### src/rtl/predictor_update_ctrl_pkg.sv
`default_nettype none
// ============================================================================
// predictor_update_ctrl_pkg : sizes, FSM encoding and feedback entry layout
// Rev 1.0
// ============================================================================
package predictor_update_ctrl_pkg;

    localparam int MEM_SIZE   = 1024;
    localparam int IDX_W      = 10;
    localparam int FIFO_DEPTH = 4;
    localparam int PTR_W      = 2;

    localparam logic [0:0] ST_CLEAR = 1'b0;
    localparam logic [0:0] ST_RUN   = 1'b1;

    typedef struct packed {
        logic [IDX_W-1:0] indx;
        logic             taken;
    } fb_entry_t;

endpackage
`default_nettype wire

### src/rtl/predictor_update_ctrl_fb_fifo.sv
`default_nettype none
// ============================================================================
// pred_fb_fifo : synchronous feedback FIFO with flush, count-based full/empty
// Rev 1.0
// ============================================================================
module pred_fb_fifo
    import predictor_update_ctrl_pkg::*;
#(
    parameter int DEPTH = FIFO_DEPTH,
    parameter int PW    = PTR_W
) (
    input  logic      clk,
    input  logic      rst,
    input  logic      flush,
    input  logic      push,
    input  fb_entry_t push_data,
    input  logic      pop,
    output fb_entry_t head,
    output logic      full,
    output logic      empty
);

    localparam logic [PW:0] C_FULL = (PW+1)'(DEPTH);

    fb_entry_t     r_mem [DEPTH];
    logic [PW-1:0] r_wr_ptr;
    logic [PW-1:0] r_rd_ptr;
    logic [PW:0]   r_count;
    logic          w_push;
    logic          w_pop;

    assign full   = (r_count == C_FULL);
    assign empty  = (r_count == '0);
    assign head   = r_mem[r_rd_ptr];
    assign w_push = push && !full;
    assign w_pop  = pop && !empty;

    always_ff @(posedge clk) begin
        if (w_push && !flush) begin
            r_mem[r_wr_ptr] <= push_data;
        end
    end

    // Flush wins over any push/pop in the same cycle.
    always_ff @(posedge clk) begin
        if (rst || flush) begin
            r_wr_ptr <= '0;
            r_rd_ptr <= '0;
            r_count  <= '0;
        end else begin
            if (w_push) begin
                r_wr_ptr <= r_wr_ptr + PW'(1);
            end
            if (w_pop) begin
                r_rd_ptr <= r_rd_ptr + PW'(1);
            end
            if (w_push && !w_pop) begin
                r_count <= r_count + (PW+1)'(1);
            end else if (w_pop && !w_push) begin
                r_count <= r_count - (PW+1)'(1);
            end
        end
    end

endmodule
`default_nettype wire

### src/rtl/predictor_update_ctrl.sv
`default_nettype none
// ============================================================================
// predictor_update_ctrl : sequences the predictor write port (clear + feedback)
// Rev 1.0
// ============================================================================
module predictor_update_ctrl
    import predictor_update_ctrl_pkg::*;
(
    input  logic             puc_clock_in,
    input  logic             puc_reset_in,
    input  logic             puc_clear_req_in,
    input  logic             puc_hold_in,
    input  logic             puc_res_valid_in,
    output logic             puc_res_ready_out,
    input  logic [IDX_W-1:0] puc_res_indx_in,
    input  logic             puc_res_taken_in,
    input  logic             puc_res_mispred_in,
    input  logic [31:0]      puc_res_target_in,
    output logic             puc_pred_write_enable_out,
    output logic             puc_pred_taken_out,
    output logic [IDX_W-1:0] puc_pred_indx_out,
    output logic             puc_redirect_valid_out,
    output logic [31:0]      puc_redirect_pc_out,
    output logic             puc_busy_out,
    output logic [31:0]      puc_mispred_count_out
);

    // Two passes over the table: the predictor shifts {old[0], taken}.
    localparam logic [IDX_W:0] C_CLR_LAST = (IDX_W+1)'(2*MEM_SIZE-1);

    logic [0:0]     r_state;
    logic [IDX_W:0] r_clr_cnt;
    logic           r_redirect_valid;
    logic [31:0]    r_redirect_pc;
    logic [31:0]    r_mispred_count;

    logic           w_full;
    logic           w_empty;
    logic           w_push;
    logic           w_pop;
    logic           w_mispred_acc;
    fb_entry_t      w_head;
    fb_entry_t      w_push_data;

    assign puc_res_ready_out = !w_full && !puc_clear_req_in;
    assign w_push            = puc_res_valid_in && puc_res_ready_out;
    assign w_pop             = (r_state == ST_RUN) && !w_empty && !puc_hold_in;
    assign w_mispred_acc     = w_push && puc_res_mispred_in;
    assign w_push_data       = '{indx: puc_res_indx_in, taken: puc_res_taken_in};

    pred_fb_fifo #(
        .DEPTH (FIFO_DEPTH),
        .PW    (PTR_W)
    ) u_fb_fifo (
        .clk       (puc_clock_in),
        .rst       (puc_reset_in),
        .flush     (puc_clear_req_in),
        .push      (w_push),
        .push_data (w_push_data),
        .pop       (w_pop),
        .head      (w_head),
        .full      (w_full),
        .empty     (w_empty)
    );

    always_comb begin
        puc_pred_write_enable_out = 1'b0;
        puc_pred_indx_out         = '0;
        puc_pred_taken_out        = 1'b0;
        if (r_state == ST_CLEAR) begin
            puc_pred_write_enable_out = 1'b1;
            puc_pred_indx_out         = r_clr_cnt[IDX_W-1:0];
        end else if (w_pop) begin
            puc_pred_write_enable_out = 1'b1;
            puc_pred_indx_out         = w_head.indx;
            puc_pred_taken_out        = w_head.taken;
        end
    end

    always_ff @(posedge puc_clock_in) begin
        if (puc_reset_in || puc_clear_req_in) begin
            r_state   <= ST_CLEAR;
            r_clr_cnt <= '0;
        end else if (r_state == ST_CLEAR) begin
            if (r_clr_cnt == C_CLR_LAST) begin
                r_state   <= ST_RUN;
                r_clr_cnt <= '0;
            end else begin
                r_clr_cnt <= r_clr_cnt + (IDX_W+1)'(1);
            end
        end
    end

    always_ff @(posedge puc_clock_in) begin
        if (puc_reset_in) begin
            r_redirect_valid <= 1'b0;
            r_redirect_pc    <= '0;
            r_mispred_count  <= '0;
        end else begin
            r_redirect_valid <= w_mispred_acc;
            if (w_mispred_acc) begin
                r_redirect_pc <= puc_res_target_in;
                if (r_mispred_count != '1) begin
                    r_mispred_count <= r_mispred_count + 32'd1;
                end
            end
        end
    end

    assign puc_redirect_valid_out = r_redirect_valid;
    assign puc_redirect_pc_out    = r_redirect_pc;
    assign puc_mispred_count_out  = r_mispred_count;
    assign puc_busy_out           = (r_state == ST_CLEAR);

endmodule
`default_nettype wire
### config.mk
export PLATFORM = sky130hd
export DESIGN_NAME = predictor_update_ctrl
export DESIGN_NICKNAME = d
export VERILOG_FILES = /design/src/rtl/predictor_update_ctrl_pkg.sv /design/src/rtl/predictor_update_ctrl_fb_fifo.sv /design/src/rtl/predictor_update_ctrl.sv
export SDC_FILE = /design/constraint.sdc
export NUM_CORES = 1
export LEC_CHECK = 0
export CORE_ASPECT_RATIO = 1.1
export CORE_UTILIZATION = 56
export CTS_BUF_LIST = sky130_fd_sc_hd__clkbuf_8
export DETAILED_ROUTE_END_ITERATION = 7
export PLACE_DENSITY = 0.94
export SYNTH_ARGS = -nofsm -noshare
export SYNTH_HDL_FRONTEND = slang
export SYNTH_SLANG_ARGS = --single-unit
### constraint.sdc
create_clock -name puc_clock_in -period 4.13 [get_ports puc_clock_in]
set_clock_uncertainty 0.1 [all_clocks]
set_input_delay 0.6195 -clock puc_clock_in [delete_from_list [all_inputs] [get_ports puc_clock_in]]
set_output_delay 0.6195 -clock puc_clock_in [all_outputs]
set_load 0.02 [all_outputs]
==> impl_metrics.json, run 1 <==
{
  "run_status": "completed",
  "synth_largest_area_cell": "dfxtp_1",
  "clk_latency_ns": 0.43,
  "antenna_left": 0,
  "yosysWarnings": 0,
  "total_leakage_power_nw": 2.389,
  "crit_path_start_kind": "flop",
  "fp.coreArea_mm2": 0.009444,
  "end_kind": "output port",
  "final.setup.worst_slack_ns": 0.5319,
  "nFillCells": 613,
  "numClockSinks": 130,
  "die_w_um": 96.65,
  "p_per_area_mw_per_mm2": 346.5,
  "area_growth_syn_to_layout_pct": 29.64,
  "stdcell_count": 781,
  "max_slew_margin_pct": 21.28,
  "synth_area_leaders": "dfxtp_1 (31%), edfxtp_1 (24%), nand2_1 (5.7%), a21oi_1 (5.2%), mux4_2 (4.5%)",
  "die_y_um": 106.1,
  "ctsResizeCount": 0,
  "ios": 128,
  "critical_path.max_fanout": 15,
  "seq_area_frac_synth_pct": 55.15,
  "global_route.usage.total_pct": 25.75,
  "synth_ff_type": "dfxtp_1",
  "rsz0062_at_grt": "no",
  "antenna_found_initial": 0,
  "dieArea_mm2": 0.01025,
  "yosys.area_share.simple_pct": 18.80,
  "numCtsBuffers": 17,
  "fp-row-count": 37,
  "synth_top_family_by_area": "simple AND/OR/NAND/NOR gates",
  "worstPathRequired_ns": 3.41,
  "cts_setup_buffers": 0,
  "synthesis.area_mm2": 0.005518,
  "hpwl_um": 9002,
  "whs_ns": 0.3590,
  "drc_errors": 0,
  "wl_per_cell_um": 16.39,
  "synth_adder_area_share_pct": 1.950,
  "dr.pass1.iters": 5,
  "grt_max_degree": 67,
  "max_slew.worst_pin.slew_ns": 1.162,
  "first_global_vias": 4358,
  "cts_root_buf": "clkbuf_8",
  "placed_area_mm2": 0.006807,
  "finalCritPeriodShare_pct": 87.12,
  "hold_buffers": 0,
  "fin_setup_tns_ns": 0,
  "postLayoutCellArea_mm2": 0.007153,
  "syn_nets": 589,
  "ys_types": 48,
  "worstHoldPathType": "flop to flop",
  "clk_pin_slew_ns": 0.08,
  "syn_inst": 532,
  "post-synth-top-count-cell": "dfxtp_1",
  "vias": 4461,
  "peakVddDrop_uv": 231.3,
  "critPathKind": "flop to output port",
  "drv_slew": 0,
  "grt_overflow": 0,
  "cts_tree": "yes",
  "setup_violations": 0,
  "antenna_cells": 0,
  "synth_top_area_share_pct": 31.20,
  "fin_total_pwr_mw": 2.479,
  "nets": 709,
  "synth_common_cells": "dfxtp_1 (86), nand2_1 (84), a21oi_1 (57)",
  "async_flop_share_pct": 0,
  "period_minus_slack_ns": 3.598,
  "synth_edf_count": 44,
  "grt_pass1_wl_um": 20640,
  "synth-seq-cells": 130,
  "final_util_pct": 75.74,
  "syn_avg_cell_area_um2": 10.37,
  "drive_gt1_share_pct": 8.735,
  "cap_violations": 0,
  "drt-initial-drc-count": 270,
  "start_util_pct": 58.43,
  "io_buffers": 127,
  "synth_xor_area_share_pct": 2.698,
  "arrival_ns": 2.88,
  "gp_congestion": 0.8285,
  "synth_compound_area_share_pct": 11.61,
  "cts.path.max_buffers": 2,
  "htree_levels": 4,
  "hold_viol_final": 0,
  "fmax_ghz": 0.2779,
  "dp_slack_ns": 0.9134,
  "synthMuxAreaShare_pct": 5.510,
  "vias_per_cell": 5.712,
  "dp_cells": 750,
  "drt-total-wl_um": 12800
}
==> registers in the layout, summed over array words and instances, names as in the netlist, named ones only <==
name,cells
u_fb_fifo.r_rd_ptr,2
puc_redirect_valid_out,1
puc_redirect_pc_out,32
puc_mispred_count_out,32
u_fb_fifo.r_wr_ptr,2
r_clr_cnt,11
r_state,1
u_fb_fifo.r_count,3
u_fb_fifo.r_mem,44
==> cells by family (layout without fill, tap and decap cells) <==
logic type               count (synthesis)  count (layout)
flip-flops                             130             130
AND/OR/NAND/NOR                        203             203
AO/OA/AOI/OAI                          104             104
buffers and inverters                   54             186
adder cells (fa/ha/maj)                  8               8
XOR/XNOR                                17              17
multiplexers                            16              16
==> placed cells by master, fill, tap and decap left out, types with 3 or more instances in the layout <==
cell type,instances
nand4_1,7
nand2_1,84
dfxtp_1,86
clkbuf_8,18
a21oi_2,3
clkinv_2,6
clkinvlp_4,3
o22ai_1,9
inv_1,28
a21oi_1,57
o21ai_0,11
xnor2_1,12
xor2_1,5
and2_1,6
clkdlybuf4s50_1,126
nor2b_1,6
o31ai_1,9
and3_1,7
edfxtp_1,44
nor2_1,27
o41ai_1,3
or3_1,15
mux2i_1,3
mux4_2,11
ha_1,7
o21ai_1,5
and4_1,8
nand3_1,17
or4_1,10
nor3_1,5
==> final timing paths <==
path	startpoint	to	slack [ns]	cells after the start
hold / removal	puc_redirect_pc_out[0]	puc_redirect_pc_out[0]	0.36	2
setup / recovery	r_state	puc_pred_indx_out[5]	0.53	4
hold reg to reg	puc_redirect_pc_out[0]	puc_redirect_pc_out[0]	0.36	2
setup reg to reg	r_state	u_fb_fifo.r_count[2]	1.30	8
==> critical path, cell delays in order, from the launching register on <==
cell and delay (ns):
dfxtp_1 0.67, inv_1 0.22, or3_1 0.66, o22ai_1 0.24, clkdlybuf4s50_1 0.65
==> final cells by class <==
class                           instances  area [um^2]  share of cell area, %
Tap cell                              117        146.4                  2.047
Multi-Input combinational cell        348         2238                  31.29
Inverter                               26        97.59                  1.364
Clock inverter                         13        98.84                  1.382
Timing Repair Buffer                  129         1281                  17.91
Sequential cell                       130         3043                  42.54
Clock buffer                           18        247.7                  3.463
==> layer usage <==
layer / track usage [%] / up-vias / wire [um]
li1: - / 2144 / -
met4: 13.43 / 0 / 350
met1: 28.80 / 2140 / 5063
met3: 8.218 / 26 / 881
met5: 0 / - / 0
met2: 44.01 / 151 / 6506
==> power by group <==
part	internal (mW)	total, mW	switching [mW]
Sequential	1.34	1.35	0.0119
Combinational	0.0847	0.166	0.0815
Clock	0.476	0.959	0.483
Power figures use the tool's default switching activity.
==> inputs of run 2 (changes only) <==
==> constraint.sdc (replaced) <==
create_clock -name puc_clock_in -period 4.13 [get_ports puc_clock_in]
set_clock_uncertainty 0.1 [all_clocks]
set_input_delay 0.6195 -clock puc_clock_in [delete_from_list [all_inputs] [get_ports puc_clock_in]]
set_output_delay 0.6195 -clock puc_clock_in [all_outputs]
set_load 0.1 [all_outputs]
==> impl_metrics.json, run 2 (synthesized netlist as in run 1, its figures left out) <==
{
  "path_cells": "inv_1 -> or3_1 -> o22ai_1 -> buf_4",
  "min_from": "puc_redirect_pc_out[21]",
  "grt_overflow": 0,
  "htree_levels": 4,
  "antenna_left": 0,
  "vias": 4493,
  "antenna_found_initial": 0,
  "drv_slew": 0,
  "cts.path.max_buffers": 2,
  "fp.coreArea_mm2": 0.009444,
  "critPathKind": "flop to output port",
  "cp_slowest_cell": "dfxtp_1",
  "total_leakage_power_nw": 2.435,
  "min_to": "puc_redirect_pc_out[21]",
  "fin_setup_tns_ns": 0,
  "numClockSinks": 130,
  "dr.pass1.iters": 5,
  "grt_max_degree": 55,
  "timing.rr.start": "r_state",
  "final.setup.worst_slack_ns": 0.8299,
  "critical_path.max_fanout": 15,
  "placed_area_mm2": 0.006774,
  "final_util_pct": 76.14,
  "arrival_ns": 2.58,
  "postLayoutCellArea_mm2": 0.007191,
  "worstHoldPathType": "flop to flop",
  "whs_ns": 0.3571,
  "ios": 128,
  "cts_root_buf": "clkbuf_8",
  "p_per_area_mw_per_mm2": 378.2,
  "ctsResizeCount": 0,
  "clk_pin_slew_ns": 0.08,
  "max_slew_margin_pct": 18.95,
  "end_kind": "output port",
  "area_growth_syn_to_layout_pct": 30.32,
  "top_register": "u_fb_fifo.r_mem",
  "drive_gt1_share_pct": 10.98,
  "dp_slack_ns": 1.107,
  "hold_buffers": 0,
  "finalCritPeriodShare_pct": 79.91,
  "drt-total-wl_um": 13120,
  "grt_pass1_wl_um": 21110,
  "fmax_ghz": 0.3030,
  "cts_setup_buffers": 0,
  "global_route.usage.total_pct": 26.04,
  "clk_latency_ns": 0.42,
  "largest_register_ffs": 44,
  "worstPathRequired_ns": 3.41,
  "reg2reg_setup_slack_ns": 1.30,
  "r2r_end": "u_fb_fifo.r_count[2]",
  "fp-row-count": 37,
  "max_stage_delay_ns": 0.66,
  "hpwl_um": 9228,
  "drt-initial-drc-count": 243,
  "hold_viol_final": 0,
  "layout_common_cells": "clkdlybuf4s50_1 (113), dfxtp_1 (86), nand2_1 (84)",
  "antenna_cells": 0,
  "path_buf_inv": 2,
  "dieArea_mm2": 0.01025,
  "nets": 709,
  "crit_path_start_kind": "flop",
  "cap_violations": 0,
  "gp_congestion": 0.8390,
  "r2r_cells": 8,
  "vias_per_cell": 5.746,
  "rsz0062_at_grt": "no",
  "drc_errors": 0,
  "io_buffers": 127,
  "die_y_um": 106.1,
  "max_slew.worst_pin.slew_ns": 1.197,
  "cts_tree": "yes",
  "setup_violations": 0,
  "wl_per_cell_um": 16.77,
  "first_global_vias": 4441,
  "numCtsBuffers": 17,
  "peakVddDrop_uv": 256.2,
  "die_w_um": 96.65,
  "period_minus_slack_ns": 3.300,
  "crit_family": "flip-flops",
  "final_common_cell": "clkdlybuf4s50_1",
  "start_util_pct": 58.43,
  "run_status": "completed",
  "min_path_cells": 2
}
run 2: changes by cell type in the layout (fill, tap and decap cells not counted):
cell and change:
buf_4 +13, bufinv_16 +2, clkbuf_8 -1, clkdlybuf4s50_1 -13, clkinv_2 -5, clkinv_4 +2, inv_1 -1, inv_6 +4
run 2: worst max-delay path by stage:
stage                                       to  depth (start not counted)  slack (ns)        startpoint
after CTS                 puc_pred_indx_out[6]                          4        0.83           r_state
after floorplan           puc_pred_indx_out[0]                          5        0.21           r_state
after global placement    u_fb_fifo.r_count[2]                          8        1.22       puc_hold_in
after detailed placement  u_fb_fifo.r_count[2]                          9        1.11  puc_clear_req_in
after global routing      puc_pred_indx_out[6]                          4        0.67           r_state
final                     puc_pred_indx_out[6]                          4        0.83           r_state
run 2: layer usage:
| metal | GRT usage [%] | share of wire (%) |
|---|---|---|
| met5 | 0 | 0 |
| met1 | 30.63 | 40 |
| met2 | 44.92 | 51 |
| met3 | 7.758 | 7.2 |
| met4 | 9.915 | 1.3 |
run 2: power breakdown:
group          internal, mW  total (mW)  switching (mW)  leakage, nW
Clock                 0.604        1.12           0.519        0.205
Combinational        0.0835       0.245           0.161         1.13
Sequential             1.34        1.35          0.0115         1.09
run 2: worst reg2reg max path, cell delays in order (launching register included):
cell and delay [ns]:
dfxtp_1 0.66, inv_1 0.22, or3_1 0.66, ha_1 0.34, inv_1 0.07, fa_1 0.17, xor2_1 0.07, or3_1 0.31
a21oi_1 0.16
run 2: per-stage QoR:
| stage | instances | total power, mW |
|---|---|---|
| after floorplan | 532 | 1.533 |
| after global placement | 750 | 1.618 |
| after detailed placement | 750 | 1.625 |
| after CTS | 782 | 2.731 |
| after global routing | 782 | 2.801 |
| final | 782 | 2.719 |
run 2: cell type report:
class | count | area, um^2
inverters | 26 | 97.59
repair buffers | 129 | 1249
well taps | 117 | 146.4
flip-flops and latches | 130 | 3043
multi-input cells | 348 | 2238
fillers | 624 | 2253
clock inverters | 15 | 182.7
clock buffers | 17 | 234.0
==> inputs of run 3 (changes only) <==
--- a/config.mk
+++ b/config.mk
@@ -6,10 +6,10 @@
 export NUM_CORES = 1
 export LEC_CHECK = 0
 export CORE_ASPECT_RATIO = 1.1
-export CORE_UTILIZATION = 56
+export CORE_UTILIZATION = 52
 export CTS_BUF_LIST = sky130_fd_sc_hd__clkbuf_8
 export DETAILED_ROUTE_END_ITERATION = 7
-export PLACE_DENSITY = 0.94
+export PLACE_DENSITY = 0.89
 export SYNTH_ARGS = -nofsm -noshare
 export SYNTH_HDL_FRONTEND = slang
 export SYNTH_SLANG_ARGS = --single-unit
==> constraint.sdc (replaced) <==
create_clock -name puc_clock_in -period 3.2 [get_ports puc_clock_in]
set_clock_uncertainty 0.1 [all_clocks]
set_input_delay 0.48 -clock puc_clock_in [delete_from_list [all_inputs] [get_ports puc_clock_in]]
set_output_delay 0.48 -clock puc_clock_in [all_outputs]
set_load 0.1 [all_outputs]
==> impl_metrics.json, run 3 (synthesized netlist as in run 1, its figures left out) <==
{
  "p_per_area_mw_per_mm2": 503.1,
  "max_slew.worst_pin.slew_ns": 1.173,
  "clk_latency_ns": 0.44,
  "peakVddDrop_uv": 359.8,
  "dieArea_mm2": 0.01103,
  "reg2reg_setup_slack_ns": 0.36,
  "fmax_ghz": 0.3298,
  "final_common_cell": "dfxtp_1",
  "end_kind": "output port",
  "worstHoldPathType": "input port to flop",
  "path_buf_inv": 3,
  "worst-path-stages": 5,
  "area_growth_syn_to_layout_pct": 32.11,
  "numClockSinks": 130,
  "max_stage_delay_ns": 0.63,
  "die_w_um": 100.2,
  "final_util_pct": 70.46,
  "wl_per_cell_um": 15.88,
  "antenna_cells": 0,
  "stdcell_count": 812,
  "gp_congestion": 0.8140,
  "cts_tree": "yes",
  "fp-row-count": 39,
  "cp_slowest_cell": "dfxtp_1",
  "vias_per_cell": 5.557,
  "vias": 4512,
  "drive_gt1_share_pct": 21.67,
  "grt_max_degree": 68,
  "worstPathRequired_ns": 2.62,
  "die_y_um": 110.0,
  "htree_levels": 4,
  "fin_setup_tns_ns": 0,
  "hpwl_um": 9126,
  "setup_violations": 0,
  "dp_cells": 780,
  "io_buffers": 127,
  "first_global_vias": 4465,
  "r2r_end": "puc_mispred_count_out[16]",
  "postLayoutCellArea_mm2": 0.007289,
  "drv_slew": 0,
  "period_minus_slack_ns": 3.032,
  "run_status": "completed",
  "antenna_found_initial": 0,
  "path_cells": "inv_1 -> or3_1 -> buf_4 -> o22ai_1 -> buf_12",
  "drt-initial-drc-count": 230,
  "max_slew_margin_pct": 20.54,
  "ctsResizeCount": 0,
  "critical_path.max_fanout": 15,
  "placed_area_mm2": 0.006824,
  "startpoint": "r_state",
  "cts_setup_buffers": 0,
  "nets": 713,
  "top_register": "u_fb_fifo.r_mem",
  "finalCritPeriodShare_pct": 94.74,
  "timing.rr.start": "puc_mispred_count_out[20]",
  "drt-total-wl_um": 12890,
  "fp.coreArea_mm2": 0.01034,
  "drc_errors": 0,
  "r2r_cells": 5,
  "whs_ns": 0.2265,
  "hold_viol_final": 0,
  "critPathKind": "flop to output port",
  "crit_path_start_kind": "flop",
  "cts_root_buf": "clkbuf_8",
  "largest_register_ffs": 44,
  "critPathCapture": "puc_pred_indx_out[0]",
  "cts.path.max_buffers": 2,
  "ios": 128,
  "rsz0062_at_grt": "no",
  "antenna_left": 0,
  "grt_pass1_wl_um": 20670,
  "total_leakage_power_nw": 2.632,
  "start_util_pct": 53.34,
  "crit_family": "buffers and inverters",
  "hold_buffers": 0,
  "layout_common_cells": "dfxtp_1 (86), nand2_1 (84), buf_4 (73)",
  "global_route.usage.total_pct": 24.52,
  "numCtsBuffers": 17,
  "dr.pass1.iters": 4,
  "clk_pin_slew_ns": 0.07,
  "grt_overflow": 0,
  "cap_violations": 0,
  "arrival_ns": 2.45
}
==> run 3: changes by cell type in the layout (fill, tap and decap cells not counted), moves of 2 or more <==
cell	before	now
buf_4	15	73
buf_12	0	12
clkinvlp_4	3	5
bufinv_16	3	5
clkdlybuf4s50_1	113	47
==> run 3: through the flow <==
stage,power (mW),setup WS (ns)
6_report,3.667,0.1682
3_3_place_gp,2.086,0.4715
4_1_cts,3.693,0.1430
3_5_place_dp,2.097,0.3282
5_1_grt,3.778,0.02369
2_1_floorplan,1.978,-0.5780
==> run 3: tightest hold or removal path, stage by stage <==
cell     delay [ns]
buf_2          0.09
or4_1          0.10
nand2_1        0.05
==> run 3: worst min path at each step <==
| stage | startpoint | end | cells after the start |
|---|---|---|---|
| 6_report | puc_reset_in | puc_mispred_count_out[24] | 3 |
| 5_1_grt | puc_reset_in | puc_mispred_count_out[24] | 3 |
| 4_1_cts | puc_reset_in | puc_mispred_count_out[24] | 3 |
| 3_5_place_dp | puc_redirect_pc_out[6] | puc_redirect_pc_out[6] | 2 |
| 3_3_place_gp | puc_redirect_pc_out[0] | puc_redirect_pc_out[0] | 2 |
| 2_1_floorplan | r_clr_cnt[1] | r_clr_cnt[1] | 2 |
==> run 3: metal layers <==
layer	vias up	GRT usage, %	wire length (um)
li1	2152	-	-
met1	2150	27.78	4979
met2	176	41.63	6570
met3	34	7.755	926
met4	0	12.94	415
met5	-	0	0
==> run 3: area by class of cell <==
cell class	instances	area, um^2
Timing Repair Buffer	133	1264
Multi-Input combinational cell	348	2241
Fill cell	745	3055
Tap cell	143	178.9
Clock inverter	15	231.5
Sequential cell	130	3043
Clock buffer	17	234.0
Inverter	26	97.59
==> run 3: power by group <==
group	switching (mW)	internal (mW)
clock	0.671	0.935
sequential	0.0155	1.73
combinational	0.208	0.107
